### src/rtl/fetch_unit.sv
// Instruction fetch stage and IF/ID pipeline register. Keeps the PC, fetches over a
// req/ready handshake, absorbs stalls with a one-entry skid buffer and evaluates Cond.
module fetch_unit #(
  parameter logic [31:0] RESET_PC = 32'h0000_0000
) (
  input  logic        clk,
  input  logic        reset_n,
  output logic [31:0] imem_addr,
  output logic        imem_req,
  input  logic        imem_ready,
  input  logic [31:0] imem_data,
  input  logic        stall,
  input  logic        branch_taken,
  input  logic [31:0] branch_target,
  input  logic [3:0]  flags,
  output logic [31:0] IR,
  output logic [31:0] ID_PC,
  output logic        ID_valid,
  output logic        Cond
);

  localparam logic [1:0] ST_BOOT = 2'd0;
  localparam logic [1:0] ST_RUN  = 2'd1;
  localparam logic [1:0] ST_HELD = 2'd2;

  logic [1:0]  state_q, state_d;
  logic [31:0] pc_q, pc_d;
  logic [31:0] ir_q, ir_d;
  logic [31:0] id_pc_q, id_pc_d;
  logic        id_valid_q, id_valid_d;
  logic [31:0] skid_data_q, skid_pc_q;
  logic        skid_load;
  logic [31:0] pc_plus4;

  assign pc_plus4  = pc_q + 32'd4;
  assign imem_addr = pc_q;
  assign imem_req  = (state_q == ST_RUN);

  always_comb begin
    // NOTE: every signal assigned here gets a default first, so no path can infer a latch.
    state_d    = state_q;
    pc_d       = pc_q;
    ir_d       = ir_q;
    id_pc_d    = id_pc_q;
    id_valid_d = id_valid_q;
    skid_load  = 1'b0;

    // A redirect wins over everything, including a response arriving in the same cycle.
    if (branch_taken) begin
      state_d    = ST_RUN;
      pc_d       = branch_target;
      ir_d       = '0;
      id_valid_d = 1'b0;
    end else begin
      case (state_q)
        ST_BOOT: state_d = ST_RUN;
        ST_RUN: begin
          if (imem_ready) begin
            pc_d = pc_plus4;
            if (stall) begin
              skid_load = 1'b1;
              state_d   = ST_HELD;
            end else begin
              ir_d       = imem_data;
              id_pc_d    = pc_plus4;
              id_valid_d = 1'b1;
            end
          end else if (!stall) begin
            ir_d       = '0;
            id_valid_d = 1'b0;
          end
        end
        ST_HELD: begin
          if (!stall) begin
            ir_d       = skid_data_q;
            id_pc_d    = skid_pc_q;
            id_valid_d = 1'b1;
            state_d    = ST_RUN;
          end
        end
        default: state_d = ST_BOOT;
      endcase
    end
  end

  // NOTE: state registers use non-blocking assignments so every flop samples pre-edge values.
  always_ff @(posedge clk) begin
    if (!reset_n) begin
      state_q    <= ST_BOOT;
      pc_q       <= RESET_PC;
      ir_q       <= '0;
      id_pc_q    <= '0;
      id_valid_q <= 1'b0;
    end else begin
      state_q    <= state_d;
      pc_q       <= pc_d;
      ir_q       <= ir_d;
      id_pc_q    <= id_pc_d;
      id_valid_q <= id_valid_d;
    end
  end

  // NOTE: skid storage has no reset; its contents are only read while the state says HELD.
  always_ff @(posedge clk) begin
    if (skid_load) begin
      skid_data_q <= imem_data;
      skid_pc_q   <= pc_plus4;
    end
  end

  logic flag_n, flag_z, flag_c, flag_v, cond_pass;
  assign {flag_n, flag_z, flag_c, flag_v} = flags;

  always_comb begin
    cond_pass = 1'b0;
    case (ir_q[31:28])
      4'h0: cond_pass = flag_z;
      4'h1: cond_pass = !flag_z;
      4'h2: cond_pass = flag_c;
      4'h3: cond_pass = !flag_c;
      4'h4: cond_pass = flag_n;
      4'h5: cond_pass = !flag_n;
      4'h6: cond_pass = flag_v;
      4'h7: cond_pass = !flag_v;
      4'h8: cond_pass = flag_c && !flag_z;
      4'h9: cond_pass = !flag_c || flag_z;
      4'hA: cond_pass = (flag_n == flag_v);
      4'hB: cond_pass = (flag_n != flag_v);
      4'hC: cond_pass = !flag_z && (flag_n == flag_v);
      4'hD: cond_pass = flag_z || (flag_n != flag_v);
      4'hE: cond_pass = 1'b1;
      default: cond_pass = 1'b0;
    endcase
  end

  assign IR       = ir_q;
  assign ID_PC    = id_pc_q;
  assign ID_valid = id_valid_q;
  assign Cond     = id_valid_q && cond_pass;

endmodule
### config.mk
export PLATFORM = sky130hd
export DESIGN_NAME = fetch_unit
export DESIGN_NICKNAME = d
export VERILOG_FILES = /design/src/rtl/fetch_unit.sv
export SDC_FILE = /design/constraint.sdc
export NUM_CORES = 1
export LEC_CHECK = 0
export ABC_AREA = 0
export CAP_MARGIN = 20
export CELL_PAD_IN_SITES_DETAIL_PLACEMENT = 1
export CELL_PAD_IN_SITES_GLOBAL_PLACEMENT = 1
export CORE_ASPECT_RATIO = 1.25
export CORE_MARGIN = 10
export CORE_UTILIZATION = 42
export CTS_BUF_LIST = sky130_fd_sc_hd__clkbuf_8
export DETAILED_ROUTE_END_ITERATION = 12
export PLACE_DENSITY = 0.85
export RECOVER_POWER = 50
export SYNTH_ARGS = -nofsm -noshare
export SYNTH_HDL_FRONTEND = slang
export SYNTH_SLANG_ARGS = --single-unit
### constraint.sdc
create_clock -name clk -period 8.7 [get_ports clk]
set_input_delay 0.87 -clock clk [delete_from_list [all_inputs] [get_ports clk]]
set_output_delay 0.87 -clock clk [all_outputs]
set_load 0.005 [all_outputs]
==> metrics <==
syn_area_per_cell around 10 um2; Area Growth Syn to Fin 30.3%; post-route DRC violation count 0; core area 17000 um2; Multi-input gate area 3090 um2; synth unique cells 54; crit-path max FO 84; sequential area share after synthesis a little over half; Final Cell Area 9530 um2; Post-synth EDFFs 64; Post-CTS Resized 0; post-synth top area share between 20% and 30%; Mapped Cells between 700 and 800; CTS Buf Count 17; Placer Congestion around 0.91; global-route wire length before repair 35900 um; final setup TNS 0 ns; Post-Syn Nets 810; TritonCTS Sinks 163; H-Tree Depth 4; vias in the first global route 6576; Area contributors post-synth dfxtp_1 27%, edfxtp_1 26%, xnor2_1 4.1%; Final Hold Viols 0; Setup CP Type reg -> reg; status finished, violations left; Async SR Flop Fraction 0%; Initial Util 43.1%; number of setup buffers added after CTS 0; Final Cycle Share 53.6%; routed len/inst approximately 20 um; vias per cell ~5.6; GRT busiest layer met2; Peak VDD IR between 0.00007 and 0.00008 V; FP Rows 53; Setup violations, final 0; DIE AREA 23100 um2; Max-Cap Viols 3; FF+latch area a little under 4000 um2; Skew-Pair Late Insertion Delay 0.48 ns; worst path cell trace inv_1 -> ha_1 -> a21oi_1 -> o21a_1 -> buf_4 -> nand3_1 -> nand2_1 -> a32o_1; Req. time, crit path about 9.1 ns; max incr delay on CP ~2.3 ns; share of power burned in registers between 50 and 60%; fin. max-slew vios about 150; cell internal pwr ~1200 uW; Worst Hold Class reg -> reg; DP Worst Slack between 4 and 5 ns; Synthesis Warnings 0; synthesized flop and latch total 163; most common cell after layout, fill and taps aside dlygate4sd3_1; crit-path leading delay family adder cells; min Tclk post-route around 4.7 ns; Comb pwr share 12.3%; slew margin rel. -110%; setup ws final ~4.0 ns; hpwl dp between 15000 and 20000 um; Psw 424 uW; Worst Setup End Kind flip-flop; gr usage total between 10% and 20%; IO Pins 172; layout net count 944; Slowest-stage cell, CP ha_1; RSZ-0062 raised after global routing false; share of cells above drive strength 1 about 5.6%; Longest Clk Path Bufs 2; DP Area 9150 um2; largest net degree at the start of global routing 85; FILL cells about 1900; DR vias between 6000 and 7000; CTS tree done; area of the mapped netlist 7310 um2; port bufs between 150 and 200; met1 usage between 20% and 30%; Worst Max-Slew Pin Slew 3.15 ns; initial antenna violation count 0; met3 usage under 10%; die height approximately 170 um; met2 usage between 30% and 40%; most frequent cells in the layout 119 x dlygate4sd3_1, 99 x dfxtp_1, 73 x nand2_1, 64 x edfxtp_1; CTS Root Cell clkbuf_8; Synth area leader dfxtp_1; Remaining Overflow, GRT 0; Power per Cell Area about 170 nW/um2; Crit path buffers/inverters 2; Switching Fraction between 20% and 30%; Critical Path Source Type flip-flop; post-cts hold buffer count 0; Post-DRT Antenna Nets 0; power share of the clock group a little over a third; Post-synth top flop dfxtp_1; Die W 138 um; total chip power 1640 uW; Clock transition at path regs about 0.09 ns; WL final ~23000 um; Iteration-0 DRC Markers about 490; violated checks capacitance limit, slew limit; DR pass1 iterations 4; fmax ~0.21 GHz; Leakage 0.00355 uW; Critical Path AT a little over 5 ns; Setup Skew 0.0146 ns
==> area by class of cell <==
class                   instances  area share (%)
diodes                          4           0.105
clock buffers                  18            2.60
clock inverters                14            1.72
inverters                      10           0.394
multi-input cells             494            32.4
flip-flops and latches        163            41.0
well taps                     220            2.89
repair buffers                180            18.9
==> final timing paths <==
path | startpoint | endpoint | slack, ns | cells after the start
max | state_q[0] | ID_PC[30] | 4.04 | 8
min | ID_PC[7] | ID_PC[7] | 0.46 | 2
max reg2reg | state_q[0] | ID_PC[30] | 4.04 | 8
min reg2reg | ID_PC[7] | ID_PC[7] | 0.46 | 2
==> per-layer routing <==
layer / share of wire, % / routed length (um)
met5: 0 / 0
met4: 1.6 / 361
met3: 6.7 / 1520
met2: 51 / 11500
met1: 41 / 9160
==> per-stage QoR <==
| stage | hold slack (ns) | cells | utilization (%) |
|---|---|---|---|
| after floorplan | 0.450 | 732 | - |
| after global placement | 0.449 | 1064 | 53.6 |
| after detailed placement | 0.462 | 1066 | 53.9 |
| after CTS | 0.473 | 1098 | 56.3 |
| after global routing | 0.496 | 1099 | 56.1 |
| final | 0.463 | 1103 | 56.1 |
==> worst register-to-register path: cells and delay by family, from the launching register on <==
family	cells	cell delay [ns]
compound gates	3	1.22
fa+ha+maj	1	2.33
buf+inv	2	0.42
flops	1	0.35
simple gates	2	0.27
==> synthesized netlist by cell type (3+ instances only) <==
master and instances:
a211oi_1 34, a21boi_0 4, a21oi_1 30, a22oi_1 32, a31oi_1 4, a32o_1 13, and2_1 4, and4_1 7
buf_2 4, clkbuf_1 55, dfxtp_1 99, edfxtp_1 64, ha_1 5, inv_1 9, mux2i_1 10, nand2_1 73
nand2b_1 5, nand3_1 45, nand4_1 10, nor2_1 53, nor2b_1 9, nor3_1 13, nor4_1 4, o2111ai_1 4
o211a_1 5, o21a_1 3, o21ai_0 39, o31ai_1 4, or3_1 4, xnor2_1 34, xor2_1 22
==> sequential cells by signal, summed over array words and instances, names as in the netlist <==
register     cells
ID_PC           32
ID_valid         1
IR              32
imem_addr       32
skid_data_q     32
skid_pc_q       32
state_q          2
==> power by group through the flow <==
stage | Clock (uW) | Combinational [uW] | Sequential [uW]
after floorplan | 0 | 104 | 863
after global placement | 0 | 202 | 873
after detailed placement | 0 | 213 | 875
after CTS | 590 | 215 | 858
after global routing | 622 | 223 | 862
final | 578 | 202 | 857
==> cell families (layout without fill, tap and decap cells) <==
group / count (synthesis) / in the layout / synth area share, %
buf+inv: 75 / 222 / 4.14
compound gates: 180 / 180 / 16.8
xor+xnor: 56 / 56 / 6.71
fa+ha+maj: 5 / 5 / 0.856
mux: 10 / 10 / 1.37
simple gates: 243 / 243 / 16.8
flops: 163 / 163 / 53.4
other cells: 0 / 4 / 0
No activity file was read; power rests on OpenSTA's default activity.
